--- config.mk ---
export PLATFORM = sky130hd
export DESIGN_NAME = ingress_rdreq_sched_flat
export DESIGN_NICKNAME = d
export VERILOG_FILES = /design/src/rtl/ingress_rdreq_sched_if.sv /design/src/rtl/ingress_rdreq_sched.sv /design/src/flat_wrapper.sv
export SDC_FILE = /design/constraint.sdc
export NUM_CORES = 1
export LEC_CHECK = 0
export ABC_CLOCK_PERIOD_IN_PS = 3500
export CAP_MARGIN = 20
export CORE_MARGIN = 4
export CORE_UTILIZATION = 40
export CTS_BUF_LIST = sky130_fd_sc_hd__clkbuf_2
export CTS_CLUSTER_SIZE = 10
export DETAILED_ROUTE_END_ITERATION = 16
export PLACE_DENSITY = 0.73
export SYNTH_ARGS = -nofsm -noshare
export SYNTH_HDL_FRONTEND = slang
export SYNTH_SLANG_ARGS = --single-unit
export TNS_END_PERCENT = 50
--- constraint.sdc ---
create_clock -name clk -period 3.5 [get_ports clk]
set_clock_uncertainty 0.15 [all_clocks]
set_input_delay 0.35 -clock clk [delete_from_list [all_inputs] [get_ports clk]]
set_output_delay 0.35 -clock clk [all_outputs]
set_load 0.05 [all_outputs]
--- src/rtl/ingress_rdreq_sched_if.sv ---
// rtl/ingress_rdreq_sched_if.sv - parser, register bank and completion signals of the read scheduler
interface ingress_rdreq_sched_if;
  logic        rd_req;
  logic [9:0]  rd_tdest;
  logic        reg_rd_en;
  logic [1:0]  reg_rd_action;
  logic [3:0]  reg_rd_chnl;
  logic [2:0]  reg_rd_addr;
  logic        reg_rd_vld;
  logic [31:0] reg_rd_data;
  logic        cpl_valid;
  logic        cpl_ready;
  logic [31:0] cpl_data;
  logic        cpl_err;
  logic        ovf_err;
  logic        busy;

  modport slave (
    input  rd_req, rd_tdest, reg_rd_vld, reg_rd_data, cpl_ready,
    output reg_rd_en, reg_rd_action, reg_rd_chnl, reg_rd_addr,
    output cpl_valid, cpl_data, cpl_err, ovf_err, busy
  );

  modport master (
    output rd_req, rd_tdest, reg_rd_vld, reg_rd_data, cpl_ready,
    input  reg_rd_en, reg_rd_action, reg_rd_chnl, reg_rd_addr,
    input  cpl_valid, cpl_data, cpl_err, ovf_err, busy
  );
endinterface

--- src/rtl/ingress_rdreq_sched.sv ---
// rtl/ingress_rdreq_sched.sv - PIO register read sequencer
// Queues parsed read destinations and services them one at a time, in order.
module ingress_rdreq_sched #(
  parameter int CHANNEL_NUM = 12,
  parameter int FIFO_DEPTH  = 4,
  parameter int TIMEOUT     = 64
) (
  input  logic                        clk,
  input  logic                        rst,
  ingress_rdreq_sched_if.slave        bus
);
  localparam int PTR_W = $clog2(FIFO_DEPTH);
  localparam int CNT_W = PTR_W + 1;
  localparam int TMO_W = $clog2(TIMEOUT + 1);
  localparam logic [CNT_W-1:0] FULL_CNT = CNT_W'(FIFO_DEPTH);
  localparam logic [TMO_W-1:0] TMO_LAST = TMO_W'(TIMEOUT - 1);
  localparam logic [4:0]       CH_LIM   = 5'(CHANNEL_NUM);

  typedef enum logic [1:0] {S_IDLE, S_ISSUE, S_WAIT, S_CPL} state_t;

  state_t            state_q, state_d;
  logic [8:0]        mem_q [FIFO_DEPTH];
  logic [8:0]        mem_d [FIFO_DEPTH];
  logic [PTR_W-1:0]  wr_ptr_q, wr_ptr_d;
  logic [PTR_W-1:0]  rd_ptr_q, rd_ptr_d;
  logic [CNT_W-1:0]  count_q, count_d;
  logic [1:0]        action_q, action_d;
  logic [3:0]        chnl_q, chnl_d;
  logic [2:0]        addr_q, addr_d;
  logic [TMO_W-1:0]  tmo_q, tmo_d;
  logic [31:0]       cpl_data_q, cpl_data_d;
  logic              cpl_err_q, cpl_err_d;
  logic              ovf_q, ovf_d;

  logic              push;
  logic              pop;
  logic              full;
  logic [8:0]        head;
  logic              unused_tdest;

  // Bit 9 of the destination is reserved and never stored.
  assign unused_tdest = bus.rd_tdest[9];

  always_comb begin
    state_d    = state_q;
    mem_d      = mem_q;
    wr_ptr_d   = wr_ptr_q;
    rd_ptr_d   = rd_ptr_q;
    count_d    = count_q;
    action_d   = action_q;
    chnl_d     = chnl_q;
    addr_d     = addr_q;
    tmo_d      = tmo_q;
    cpl_data_d = cpl_data_q;
    cpl_err_d  = cpl_err_q;
    ovf_d      = 1'b0;
    push       = 1'b0;
    pop        = 1'b0;
    head       = mem_q[rd_ptr_q];
    full       = (count_q == FULL_CNT);

    case (state_q)
      S_IDLE: begin
        if (count_q != '0) begin
          pop      = 1'b1;
          action_d = head[5:4];
          chnl_d   = head[3:0];
          addr_d   = head[8:6];
          if ((head[5:4] != 2'b11) && ({1'b0, head[3:0]} < CH_LIM)) begin
            state_d = S_ISSUE;
          end else begin
            state_d    = S_CPL;
            cpl_data_d = '0;
            cpl_err_d  = 1'b1;
          end
        end
      end
      S_ISSUE: begin
        tmo_d   = '0;
        state_d = S_WAIT;
      end
      S_WAIT: begin
        // Data arriving on the last permitted cycle still beats the timeout.
        if (bus.reg_rd_vld) begin
          cpl_data_d = bus.reg_rd_data;
          cpl_err_d  = 1'b0;
          state_d    = S_CPL;
        end else if (tmo_q == TMO_LAST) begin
          cpl_data_d = '0;
          cpl_err_d  = 1'b1;
          state_d    = S_CPL;
        end else begin
          tmo_d = tmo_q + TMO_W'(1);
        end
      end
      S_CPL: begin
        if (bus.cpl_ready) begin
          state_d = S_IDLE;
        end
      end
      default: state_d = S_IDLE;
    endcase

    if (bus.rd_req) begin
      if (!full || pop) begin
        push = 1'b1;
      end else begin
        ovf_d = 1'b1;
      end
    end

    if (push) begin
      mem_d[wr_ptr_q] = bus.rd_tdest[8:0];
      wr_ptr_d        = wr_ptr_q + PTR_W'(1);
    end
    if (pop) begin
      rd_ptr_d = rd_ptr_q + PTR_W'(1);
    end
    if (push && !pop) begin
      count_d = count_q + CNT_W'(1);
    end else if (pop && !push) begin
      count_d = count_q - CNT_W'(1);
    end
  end

  always_ff @(posedge clk) begin
    if (rst) begin
      state_q    <= S_IDLE;
      wr_ptr_q   <= '0;
      rd_ptr_q   <= '0;
      count_q    <= '0;
      action_q   <= '0;
      chnl_q     <= '0;
      addr_q     <= '0;
      tmo_q      <= '0;
      cpl_data_q <= '0;
      cpl_err_q  <= 1'b0;
      ovf_q      <= 1'b0;
    end else begin
      state_q    <= state_d;
      wr_ptr_q   <= wr_ptr_d;
      rd_ptr_q   <= rd_ptr_d;
      count_q    <= count_d;
      action_q   <= action_d;
      chnl_q     <= chnl_d;
      addr_q     <= addr_d;
      tmo_q      <= tmo_d;
      cpl_data_q <= cpl_data_d;
      cpl_err_q  <= cpl_err_d;
      ovf_q      <= ovf_d;
    end
  end

  // Queue storage needs no reset: entries are only read below the count.
  always_ff @(posedge clk) begin
    mem_q <= mem_d;
  end

  assign bus.reg_rd_en     = (state_q == S_ISSUE);
  assign bus.reg_rd_action = action_q;
  assign bus.reg_rd_chnl   = chnl_q;
  assign bus.reg_rd_addr   = addr_q;
  assign bus.cpl_valid     = (state_q == S_CPL);
  assign bus.cpl_data      = cpl_data_q;
  assign bus.cpl_err       = cpl_err_q;
  assign bus.ovf_err       = ovf_q;
  assign bus.busy          = (count_q != '0) || (state_q != S_IDLE);
endmodule

--- src/flat_wrapper.sv ---
// flat-port wrapper written by rule: the top's interface ports become plain ports
module ingress_rdreq_sched_flat 
#(
  parameter int CHANNEL_NUM = 12,
  parameter int FIFO_DEPTH  = 4,
  parameter int TIMEOUT     = 64
)
  (clk, rst, bus_rd_req, bus_rd_tdest, bus_reg_rd_vld, bus_reg_rd_data, bus_cpl_ready, bus_reg_rd_en, bus_reg_rd_action, bus_reg_rd_chnl, bus_reg_rd_addr, bus_cpl_valid, bus_cpl_data, bus_cpl_err, bus_ovf_err, bus_busy);
  ingress_rdreq_sched_if bus_i ();
  input  logic clk;
  input  logic rst;
  input wire logic [$bits(bus_i.rd_req)-1:0] bus_rd_req;
  input wire logic [$bits(bus_i.rd_tdest)-1:0] bus_rd_tdest;
  input wire logic [$bits(bus_i.reg_rd_vld)-1:0] bus_reg_rd_vld;
  input wire logic [$bits(bus_i.reg_rd_data)-1:0] bus_reg_rd_data;
  input wire logic [$bits(bus_i.cpl_ready)-1:0] bus_cpl_ready;
  output wire logic [$bits(bus_i.reg_rd_en)-1:0] bus_reg_rd_en;
  output wire logic [$bits(bus_i.reg_rd_action)-1:0] bus_reg_rd_action;
  output wire logic [$bits(bus_i.reg_rd_chnl)-1:0] bus_reg_rd_chnl;
  output wire logic [$bits(bus_i.reg_rd_addr)-1:0] bus_reg_rd_addr;
  output wire logic [$bits(bus_i.cpl_valid)-1:0] bus_cpl_valid;
  output wire logic [$bits(bus_i.cpl_data)-1:0] bus_cpl_data;
  output wire logic [$bits(bus_i.cpl_err)-1:0] bus_cpl_err;
  output wire logic [$bits(bus_i.ovf_err)-1:0] bus_ovf_err;
  output wire logic [$bits(bus_i.busy)-1:0] bus_busy;
  assign bus_i.rd_req = bus_rd_req;
  assign bus_i.rd_tdest = bus_rd_tdest;
  assign bus_i.reg_rd_vld = bus_reg_rd_vld;
  assign bus_i.reg_rd_data = bus_reg_rd_data;
  assign bus_i.cpl_ready = bus_cpl_ready;
  assign bus_reg_rd_en = bus_i.reg_rd_en;
  assign bus_reg_rd_action = bus_i.reg_rd_action;
  assign bus_reg_rd_chnl = bus_i.reg_rd_chnl;
  assign bus_reg_rd_addr = bus_i.reg_rd_addr;
  assign bus_cpl_valid = bus_i.cpl_valid;
  assign bus_cpl_data = bus_i.cpl_data;
  assign bus_cpl_err = bus_i.cpl_err;
  assign bus_ovf_err = bus_i.ovf_err;
  assign bus_busy = bus_i.busy;
  ingress_rdreq_sched #(.CHANNEL_NUM(CHANNEL_NUM), .FIFO_DEPTH(FIFO_DEPTH), .TIMEOUT(TIMEOUT)) u_core (.clk(clk), .rst(rst), .bus(bus_i));
endmodule
==> metrics, run 1 <==
outcome=finished clean; Post CTS Setup Buffer Count=0; area grow syn2layout=29.1%; area fraction of the dominant cell type after synthesis=0.315; worst-path fanout max=12; I/O pin count=93; cell with the most instances after synthesis=dfxtp_1; Post-synth EDFFs=36; first-pass GRT wire length=approximately 13000 µm; TritonCTS clock tree=done; Crit path top cell by count=inv_1; post-DR wirelength/cell=14.9 µm; layout cell share with drive strength beyond 1=0.0837; Static Leak=~1.7 nW; Initial DRC Count=about 130; Pwr Density=~660 nW/µm²; Synth top cells by count=dfxtp_1, nand2_1, a21oi_1, edfxtp_1, o21ai_0; worst slack, placed=slightly above 0.2 ns; clock sinks=95; RSZ-0062 raised after global routing=false; Final #Nets=between 400 and 500; Max VDD drop=0.000272 V; Routed WL=8080 µm; Startpoint Class=flip-flop; die area=roughly 11000 µm²; CTS clock-pin slew for the worst setup and hold paths=a little under 0.3 ns; Top FF cell, synth=dfxtp_1; largest net degree at the start of global routing=44; Initial Util=0.408; Yosys reg bits=95; fin. max-slew vios=0; biggest area consumer among synthesized cells=dfxtp_1; number of global-route vias before repair=2636; vias=~2700; critical path required time=3.82 ns; crit end category=flip-flop; Longest Clk Path Bufs=2; CP peak stage delay=0.43 ns; internal power=approximately 1.9 mW; Final Critical Period=about 3 ns; Final Util=0.527; Hold Path Class=input port to flip-flop; clock network fraction of total power=0.159; yosys warns=0; ANT nets after route=0; sequential element share of the synthesized area=0.602; synthesized area=about 3800 µm²; mean post-synth cell area=11.1 µm²; design area=just under 5000 µm²; syn_nets=between 300 and 400; Crit Path Category=flip-flop to flip-flop; sequential power share=0.435; initial antenna violation count=1; actual slew at the worst max-slew pin=0.806 ns; final worst slack=0.489 ns; worst path cell trace=inv_1, ha_1, inv_1, nor2_2, clkinv_1, ha_1, inv_1, fa_1, xor2_1, or3_1, a21oi_1; worst path bufs/invs=4; DRT Pass-1 Iters=5; WP data arrival=about 3.3 ns; Critical-path top delay cell=nor2_2; DIE WIDTH=about 100 µm; CP delay by family, top=adder cells; setup total negative slack=0 ns; Net Switching=between 1 and 1.5 mW; Sw Ratio=0.417; ratio of final minimum period to clock period=0.860; hpwl dp=5620 µm; leading post-synthesis cells by cell area=dfxtp_1, edfxtp_1, a21oi_1, nand2_1, mux4_2; # port buffers=91; routed vias/inst=between 5 and 6; CTS Buf Count=9; htree depth=3; Max Freq=roughly 0.33 GHz; Final Hold Violating Endpoints=0; core footprint=about 9000 µm²; Gate Count Post-Synth=338; distinct cell type count after synthesis=36; CTS Hold Bufs=0; root cell of the clock tree=clkbuf_2; max cap viols=0; Gate power share=0.406; final setup fails=0; slew margin rel.=0.463; Clock Latency Late Sink=approximately 0.53 ns; Remaining Overflow, GRT=0; Die Y=105 µm; Core Rows=35; Synth async-reset ratio=0; GRT Total Usage=0.149; RePlAce Congestion=approximately 0.72; DR DRC count=0; Placed Area=4730 µm²
-- registers in the layout, indices dropped and copies added, names as in the netlist --
| signal | count |
|---|---|
| u_core.mem_q | 36 |
| u_core.bus.cpl_data | 32 |
| u_core.tmo_q | 7 |
| u_core.bus.reg_rd_chnl | 4 |
| u_core.bus.reg_rd_addr | 3 |
| u_core.count_q | 3 |
| u_core.bus.reg_rd_action | 2 |
| u_core.rd_ptr_q | 2 |
| u_core.state_q | 2 |
| u_core.wr_ptr_q | 2 |
| u_core.bus.cpl_err | 1 |
| u_core.bus.ovf_err | 1 |
-- metal layers --
layer / up-vias / share of wire / GRT usage
li1: 1356 / - / -
met1: 1297 / 0.43 / 0.196
met2: 49 / 0.52 / 0.247
met3: 9 / 0.038 / 0.0247
met4: 0 / 0.015 / 0.0562
met5: - / 0 / 0
-- placed cells by master (no fill, tap or decap), types with 2 or more instances in the layout --
cell,synthesis,final
a211oi_1,2,2
a21oi_1,47,47
and3_1,4,4
buf_4,0,5
clkbuf_2,0,9
clkdlybuf4s50_1,0,90
clkinv_4,0,2
dfxtp_1,59,59
edfxtp_1,36,36
ha_1,10,10
inv_1,10,10
inv_6,0,2
inv_8,0,2
mux2i_1,2,2
mux4_2,8,8
nand2_1,56,56
nand2b_1,3,3
nand3_1,5,5
nor2_1,16,15
o21ai_0,33,33
or3_1,2,2
xnor2_1,6,6
xor2_1,3,3
-- stage by stage --
| step | hold slack, ns | std cells | power (mW) |
|---|---|---|---|
| global placement | 0.281 | 525 | 2.67 |
| detailed placement | 0.286 | 525 | 2.70 |
| finish | 0.170 | 542 | 3.18 |
| CTS | 0.124 | 541 | 3.20 |
| floorplan | 0.270 | 338 | 2.30 |
| global route | 0.115 | 542 | 3.38 |
-- cell type report --
type | instances | area [µm²]
inverter | 11 | 41.3
multi-input combinational | 212 | 1350
clock inverter | 7 | 62.6
fill | 807 | 4350
antenna | 1 | 2.50
timing repair buffer | 96 | 943
tap | 111 | 139
sequential | 95 | 2260
clock buffer | 9 | 45.0
-- cell families after synthesis --
logic type	after synthesis	synth area share
multiplexers	11	0.0603
buffers and inverters	31	0.0387
adder cells (fa/ha/maj)	11	0.0387
AND/OR/NAND/NOR	93	0.109
flip-flops	95	0.602
AO/OA/AOI/OAI	88	0.130
XOR/XNOR	9	0.0210
-- power by group through the flow --
stage	sequential, mW	clock [mW]	combinational (mW)
after floorplan	1.61	0	0.685
after global placement	1.40	0	1.27
after detailed placement	1.41	0	1.29
after CTS	1.38	0.518	1.30
after global routing	1.40	0.570	1.41
final	1.38	0.506	1.29
-- repair_timing --
action                     4_1_cts  5_1_grt
resized for setup                0        1
setup endpoints to repair        0        2
hold endpoints to repair         0        0
-- final timing paths --
| path | startpoint | endpoint | slack, ns | cells past startpoint |
|---|---|---|---|---|
| worst max-delay path | u_core.state_q[0] | u_core.count_q[2] | 0.49 | 11 |
| worst max register to register | u_core.state_q[0] | u_core.count_q[2] | 0.49 | 11 |
| worst min-delay path | bus_reg_rd_data[17] | u_core.bus.cpl_data[17] | 0.17 | 3 |
| worst min register to register | u_core.tmo_q[6] | u_core.tmo_q[6] | 0.32 | 2 |
-- worst reg2reg max path, delay by kind of cell, from the launching register on --
kind / cells / cell delay (ns)
adders and majority gates: 3 / 0.75
and+or+nand+nor: 2 / 0.75
buffers and inverters: 4 / 0.71
DFF: 1 / 0.40
AOI/OAI and AO/OA: 1 / 0.14
xor gates and xnor gates: 1 / 0.08
Note: power is estimated with default switching activity, not from simulation.
==> run 2, diff against run 1 <==
--- a/config.mk
+++ b/config.mk
@@ -5,13 +5,13 @@
 export SDC_FILE = /design/constraint.sdc
 export NUM_CORES = 1
 export LEC_CHECK = 0
-export ABC_CLOCK_PERIOD_IN_PS = 3500
+export ABC_CLOCK_PERIOD_IN_PS = 3800
 export CAP_MARGIN = 20
 export CORE_MARGIN = 4
 export CORE_UTILIZATION = 40
-export CTS_BUF_LIST = sky130_fd_sc_hd__clkbuf_2
 export CTS_CLUSTER_SIZE = 10
 export DETAILED_ROUTE_END_ITERATION = 16
+export GPL_TIMING_DRIVEN = 1
 export PLACE_DENSITY = 0.73
 export SYNTH_ARGS = -nofsm -noshare
 export SYNTH_HDL_FRONTEND = slang
==> constraint.sdc (replaced) <==
create_clock -name clk -period 3.8 [get_ports clk]
set_clock_uncertainty 0.15 [all_clocks]
set_input_delay 0.38 -clock clk [delete_from_list [all_inputs] [get_ports clk]]
set_output_delay 0.38 -clock clk [all_outputs]
set_load 0.05 [all_outputs]
==> run 2 against run 1 <==
Compared with the run above:
- combinational power down 9%
- global-route usage about the same
- routed wire length up 2.2%
- utilization up 0.76 points
- cell area up 1.4%
- sequential share of layout area down 0.67 points
- clock-buffer cell count up 2
- hold slack better by 0.13 ns
- sequential power down 7%
==> metrics, run 2 (synthesis results as in run 1) <==
number of global-route vias before repair=2612; die area=about 11000 µm²; Core Rows=35; commonest non-fill, non-tap cell in the layout=clkdlybuf4s50_1; Hold Path Class=flip-flop to flip-flop; Critical-path top delay cell=nor2_1; Startpoint Class=flip-flop; vias=2739; outcome=finished clean; area of the multi-input gates=1350 µm²; CTS clock-pin slew for the worst setup and hold paths=~0.09 ns; first-pass GRT wire length=13100 µm; Initial DRC Count=between 150 and 200; DR DRC count=0; DIE WIDTH=~100 µm; TritonCTS clock tree=done; RePlAce Congestion=0.719; Pwr Density=632 nW/µm²; initial antenna violation count=0; worst path bufs/invs=4; Resized cells post-CTS=0; RSZ-0062 raised after global routing=false; I/O pin count=between 90 and 100; Remaining Overflow, GRT=0; largest net degree at the start of global routing=42; CP peak stage delay=0.64 ns; # port buffers=91; GRT Total Usage=0.149; Post CTS Setup Buffer Count=0; ratio of final minimum period to clock period=0.876; Placed Area=4730 µm²; Final Critical Period=3.33 ns; max reg flops=36; area grow syn2layout=30.9%; sequential cell area=approximately 2300 µm²; design area=a little under 5000 µm²; hpwl dp=between 5000 and 6000 µm; most frequent cells in the layout=clkdlybuf4s50_1, dfxtp_1, nand2_1; Static Leak=between 1.5 and 2 nW; Max Freq=0.300 GHz; Initial Util=0.408; worst path cell trace=inv_1, ha_1, inv_1, nor2_1, clkinv_1, ha_1, inv_1, fa_1, xor2_1, or3_1, a21oi_1; htree depth=3; max cap viols=0; post-DR wirelength/cell=about 15 µm; CTS Buf Count=9; Longest Clk Path Bufs=2; Clock Latency Late Sink=between 0.3 and 0.4 ns; ANT nets after route=0; fin. max-slew vios=0; worst-path fanout max=12; DRT Pass-1 Iters=4; Max VDD drop=about 0.00032 V; actual slew at the worst max-slew pin=a little over 0.8 ns; final setup fails=0; clock sinks=95; setup total negative slack=0 ns; FILL cells=818; WP data arrival=3.45 ns; routed vias/inst=roughly 5.1; critical path required time=3.92 ns; CP delay by family, top=simple AND/OR/NAND/NOR gates; Routed WL=8250 µm; crit end category=flip-flop; Reg with most FFs=u_core.mem_q; CTS Hold Bufs=0; Final #Nets=482; root cell of the clock tree=clkbuf_8; core footprint=9200 µm²; slew margin rel.=0.460; layout cell share with drive strength beyond 1=0.0723; number of diodes=0; Crit path top cell by count=inv_1; Crit Path Category=flip-flop to flip-flop; Final Hold Violating Endpoints=0; Die Y=105 µm; Hold WS=roughly 0.3 ns
run 2: layout make-up:
class | count | share of cell area
Timing Repair Buffer | 95 | 0.190
Clock buffer | 11 | 0.0267
Sequential cell | 95 | 0.460
Clock inverter | 5 | 0.0120
Tap cell | 111 | 0.0283
Inverter | 11 | 0.00840
Multi-Input combinational cell | 212 | 0.274
run 2: final timing paths:
check	from	to	slack, ns	cells past startpoint
max	u_core.state_q[0]	u_core.count_q[2]	0.47	11
min	u_core.tmo_q[6]	u_core.tmo_q[6]	0.30	2
max reg2reg	u_core.state_q[0]	u_core.count_q[2]	0.47	11
min reg2reg	u_core.tmo_q[6]	u_core.tmo_q[6]	0.30	2
run 2: per-stage QoR:
step                instances  setup slack [ns]   util  power, mW
global route              540             0.124  0.535       3.27
global placement          524             0.655  0.514       2.45
floorplan                 338              1.06      -       2.12
CTS                       540             0.504  0.535       3.12
finish                    540             0.471  0.535       3.11
detailed placement        524             0.518  0.514       2.48
run 2: routing by layer:
layer	wire [µm]	share of wire	GRT usage
met5	0	0	0
met3	245	0.030	0.0204
met4	235	0.028	0.0740
met1	3650	0.44	0.187
met2	4120	0.50	0.251
run 2: power by group:
group / switching (mW) / internal [mW] / leakage, nW
sequential: 0.0959 / 1.18 / 0.809
combinational: 0.764 / 0.415 / 0.779
clock: 0.344 / 0.305 / 0.0912
run 2: worst reg2reg max path, stage by stage (launching register included):
cell	delay, ns
dfxtp_1	0.35
inv_1	0.09
ha_1	0.23
inv_1	0.10
nor2_1	0.64
clkinv_1	0.52
ha_1	0.38
inv_1	0.08
fa_1	0.19
xor2_1	0.08
or3_1	0.31
a21oi_1	0.14
==> variant 1: new RTL, flow settings as in run 1 <==
`cpl_data_q` no longer has a reset.
--- a/src/rtl/ingress_rdreq_sched.sv
+++ b/src/rtl/ingress_rdreq_sched.sv
@@ -135,3 +135,2 @@
       tmo_q      <= '0;
-      cpl_data_q <= '0;
       cpl_err_q  <= 1'b0;
@@ -147,3 +146,2 @@
       tmo_q      <= tmo_d;
-      cpl_data_q <= cpl_data_d;
       cpl_err_q  <= cpl_err_d;
@@ -151,2 +149,6 @@
     end
+  end
+
+  always_ff @(posedge clk) begin
+    cpl_data_q <= cpl_data_d;
   end
Behaviour: not the same (a bounded check fails within 10 cycles, from zero or initial values and one cycle with rst high; the reset may be asserted at any time).
==> variant 1 against run 1 <==
Cell count down 8.1%; sequential cell count did not move; design area rose by 3.7%; clock power grew 18%; synthesized area up 2.1%; power increased by 41%; largest cell class unchanged; wire length decreased by 2.9%; worst setup slack gained 0.097 ns.
==> variant 1: results (changes against run 1) <==
Static Leakage 0.00188 uW (+13%); post-CTS setup-driven buffer insertion count 0 (unchanged); GR met1 Demand/Resource 17.9% (-1.7 points); Worst VDD drop 0.334 mV (+23%); net count after synthesis 328 (-17%); final estimated routing congestion in global placement 0.788 (+10%); Compound-Gate Fraction of Synth Area 5.78% (-7.3 points); clock transition at the register clock pins on the worst setup and hold paths after CTS 0.25 ns (-0.04 ns); cell at the root of the clock tree sky130_fd_sc_hd__clkbuf_2; result of the run finished clean; Post-synth EDFFs 68 (+89%); initial antenna violation count 0 (-1); Avg WL per Cell 15.7 um (+5.7%); Async SR Flop Fraction 0% (unchanged); max_slew headroom 35.4% (-11 points); register bank with the most flops u_core.mem_q; Worst path slowest cell sky130_fd_sc_hd__or4b_1; detailed-route vias per instance 4.90 (-2.0%); Critical R2R Launch u_core.state_q[0]$_SDFFE_PP0P_; number of gates resized after cts 0 (unchanged); slack of the worst reg-to-reg path 0.59 ns (+0.10 ns); half-perimeter wire length after placement 5560 um (-1.0%); predominant post-synthesis flop cell sky130_fd_sc_hd__edfxtp_1; count of hold-fix buffers inserted at cts 0 (unchanged); data arrival time of the critical path 3.23 ns (-0.10 ns); Worst Reg2Reg Path Length in Cells 10 (-1); sequential element share of the synthesized area 67.4% (+7.1 points); XOR/XNOR Fraction of Synth Area 1.14% (-0.96 points); highest cell delay on the worst timing path 0.61 ns (+0.18 ns); Min-Delay Path Depth 1 (-2); start point of the worst min-delay path bus_rd_tdest[8]; list of most frequent post-synthesis cells sky130_fd_sc_hd__edfxtp_1 (68), sky130_fd_sc_hd__and3_1 (36), sky130_fd_sc_hd__nand2_1 (28); number of distinct standard cells referenced by the synthesized netlist 42 (+17%); global-route congestion overflow total 0 (unchanged); highest achievable clock rate 343 MHz (+3.3%); dpl cell area 4890 um^2 (+3.3%); overall routing resource usage 14.1% (-0.82 points); TritonRoute pass-1 iters 4 (-1); global-route wire length before repair 12,600 um (-5.0%); share of cells above drive strength 1 7.59% (-0.78 points); GR met3 Demand/Resource 3.52% (+1.1 points); Nets 422 (-13%); Critical Path Fanout Max 8 (-4); mux contribution to synthesized area 6.92% (+0.89 points); adder-cell share of the synthesized area 3.79% (-0.079 points); pin count of the biggest net entering global routing 39 (-11%); leading cell types by total area after synthesis sky130_fd_sc_hd__edfxtp_1 (53%), sky130_fd_sc_hd__dfxtp_1 (14%), sky130_fd_sc_hd__and3_1 (5.9%); worst min-delay path endpoint u_core.mem_q[26]$_DFFE_PP_; 1st-iter DRT viols 75 (-41%); max reg flops 36 (unchanged); total number of H-tree levels 3 (unchanged); met2 track utilization from global routing 23.7% (-0.98 points); count of inserted antenna diode cells 0 (-1)
-- variant 1: cell types whose count changed after synthesis, sizes merged, moves of 3 or more --
cell	delta
and3	+32
nand3	-3
dfxtp	-32
a21oi	-31
edfxtp	+32
xnor2	-4
buf	-6
o21ai	-32
nand2	-28
nor2	-7
-- variant 1: worst max-delay path by stage --
stage                                               from                             end  cells after the start
after global routing      u_core.state_q[0]$_SDFFE_PP0P_  u_core.count_q[2]$_SDFFE_PP0P_                     10
after global placement    u_core.state_q[0]$_SDFFE_PP0P_  u_core.count_q[2]$_SDFFE_PP0P_                     10
after floorplan           u_core.state_q[0]$_SDFFE_PP0P_  u_core.count_q[2]$_SDFFE_PP0P_                     11
after CTS                 u_core.state_q[0]$_SDFFE_PP0P_  u_core.count_q[2]$_SDFFE_PP0P_                     10
after detailed placement  u_core.state_q[0]$_SDFFE_PP0P_  u_core.count_q[2]$_SDFFE_PP0P_                     10
final                     u_core.state_q[0]$_SDFFE_PP0P_  u_core.count_q[2]$_SDFFE_PP0P_                     10
-- variant 1: worst max-delay path, delay by kind of cell (launching register included) --
kind | cells | cell delay (ns)
adder cells (fa/ha/maj) | 3 | 0.70
buffers and inverters | 2 | 0.17
flip-flops | 1 | 0.45
AND/OR/NAND/NOR | 3 | 1.18
XOR/XNOR | 1 | 0.07
AO/OA/AOI/OAI | 1 | 0.13
-- variant 1: where the power goes --
part / switching (uW) / internal, uW / total, uW
clock: 358 / 238 / 596
combinational: 1440 / 711 / 2150
sequential: 138 / 1590 / 1730
-- variant 1: final cells by class --
| cell class | count | area, um^2 |
|---|---|---|
| clock inverter | 6 | 86.3 |
| timing repair buffer | 97 | 956 |
| fill | 790 | 4260 |
| tap | 129 | 161 |
| multi-input combinational | 152 | 1160 |
| sequential | 95 | 2580 |
| clock buffer | 10 | 50.0 |
| inverter | 9 | 33.8 |
-- variant 1: per-layer routing --
metal	share of wire, %	wire length (um)
met1	45	3540
met2	48	3720
met3	6.3	497
met4	0.94	74
met5	0	0
-- variant 1: metrics by stage --
| step | utilization (%) | setup WS, ns | total power, uW | hold slack (ns) | std cells |
|---|---|---|---|---|---|
| after global placement | 52.7 | 0.738 | 3880 | 0.297 | 482 |
| after detailed placement | 52.7 | 0.621 | 3930 | 0.300 | 482 |
| after floorplan | - | 0.821 | 3210 | 0.294 | 270 |
| after global routing | 54.1 | 0.404 | 4700 | 0.227 | 498 |
| after CTS | 54.1 | 0.551 | 4520 | 0.246 | 498 |
| final | 54.1 | 0.586 | 4470 | 0.279 | 498 |
==> variant 2: new RTL, settings of run 1 <==
Made on the original files. `FIFO_DEPTH` is set to 4 in 2 places; all go to 16.
--- a/src/rtl/ingress_rdreq_sched.sv
+++ b/src/rtl/ingress_rdreq_sched.sv
@@ -4,3 +4,3 @@
   parameter int CHANNEL_NUM = 12,
-  parameter int FIFO_DEPTH  = 4,
+  parameter int FIFO_DEPTH  = 16,
   parameter int TIMEOUT     = 64
--- a/src/flat_wrapper.sv
+++ b/src/flat_wrapper.sv
@@ -4,3 +4,3 @@
   parameter int CHANNEL_NUM = 12,
-  parameter int FIFO_DEPTH  = 4,
+  parameter int FIFO_DEPTH  = 16,
   parameter int TIMEOUT     = 64
Function: changed (Yosys sat finds a counterexample within 10 cycles, from zero or initial values and one cycle with rst high).
==> variant 2 against run 1 <==
Count of clock-buffer cells in the layout grew 67; sequential share of layout area grew 7.6 points; design area grew 110%; sequential cell count grew 114; non-clock buffer count grew 55; synthesized area grew 120%; worst setup slack lost 0.33 ns; global-route usage grew 1.3 points; power grew 110%; wire length grew 130%; sequential power grew 110%; worst hold slack lost 0.069 ns; largest cell class unchanged.
==> variant 2: results (changes against run 1) <==
1st-iter DRT viols 438 (+240%); clock buffers 76 (+67); Worst VDD drop 0.292 mV (+7.4%); total number of H-tree levels 2 (-1); Gate Count Post-Synth 510 (+51%); final estimated routing congestion in global placement 0.809 (+13%); global-route wire length before repair 28,500 um (+120%); met2 track utilization from global routing 27.1% (+2.4 points); overall via count from detail_route 5,106 (+88%); predominant post-synthesis flop cell sky130_fd_sc_hd__edfxtp_1; Critical R2R Launch u_core.count_q[0]$_SDFFE_PP0P_; worst min-delay path endpoint u_core.bus.cpl_data[29]$_SDFFE_PP0P_; post-route cell area 10,400 um^2 (+110%); Worst Reg2Reg Path Length in Cells 12 (+1); die outline width 152 um (+45%); pin count of the biggest net entering global routing 33 (-25%); Worst path slowest cell sky130_fd_sc_hd__or4_4; mux contribution to synthesized area 11.3% (+5.3 points); vias in the first global route 5,349 (+100%); count of hold-fix buffers inserted at cts 32 (+32); start point of the worst min-delay path bus_reg_rd_data[29]; GR met3 Demand/Resource 4.34% (+1.9 points); Nets 752 (+56%); Layout non-clock buf frac 13.9% (-5.6 points); dpl ws 0.0283 ns (-0.176 ns); Non-clock buffers 151 (+57%); GR met1 Demand/Resource 20.5% (+0.82 points); clock insertion delay at the later pin of the skew report 0.79 ns (+0.26 ns); Compound-Gate Fraction of Synth Area 7.61% (-5.4 points); slack of the worst reg-to-reg path 0.16 ns (-0.33 ns); clock transition at the register clock pins on the worst setup and hold paths after CTS 0.09 ns (-0.20 ns); highest cell delay on the worst timing path 0.56 ns (+0.13 ns); part of the power in the clock network 24.4% (+8.5 points); result of the run finished clean; Multi-input gate area 2410 um^2 (+79%); data arrival time of the critical path 3.81 ns (+0.48 ns); sequential element share of the synthesized area 68.0% (+7.8 points); Total Power 6610 uW (+110%); total clock buffers created by CTS 52 (+43); Static Leakage 0.00366 uW (+120%)
==> variant 2: changes by cell type in the layout (fill, tap and decap cells not counted), moves of 13 or more <==
cell,run 1,this run
sky130_fd_sc_hd__dlygate4sd3_1,0,32
sky130_fd_sc_hd__clkinv_1,1,14
sky130_fd_sc_hd__o21ai_0,33,3
sky130_fd_sc_hd__clkbuf_2,9,76
sky130_fd_sc_hd__a21oi_1,47,14
sky130_fd_sc_hd__a22o_1,0,31
sky130_fd_sc_hd__mux4_2,8,31
sky130_fd_sc_hd__buf_4,5,28
sky130_fd_sc_hd__nor2_1,15,49
sky130_fd_sc_hd__nand2_1,56,26
sky130_fd_sc_hd__edfxtp_1,36,144
==> variant 2: logic make-up (layout without fill, tap and decap cells) <==
family                   Yosys count  count (layout)
multiplexers                      45              45
buffers and inverters             41             263
AO/OA/AOI/OAI                     73              73
adder cells (fa/ha/maj)           16              16
flip-flops                       209             209
AND/OR/NAND/NOR                  112             112
other                              0               1
XOR/XNOR                          14              14
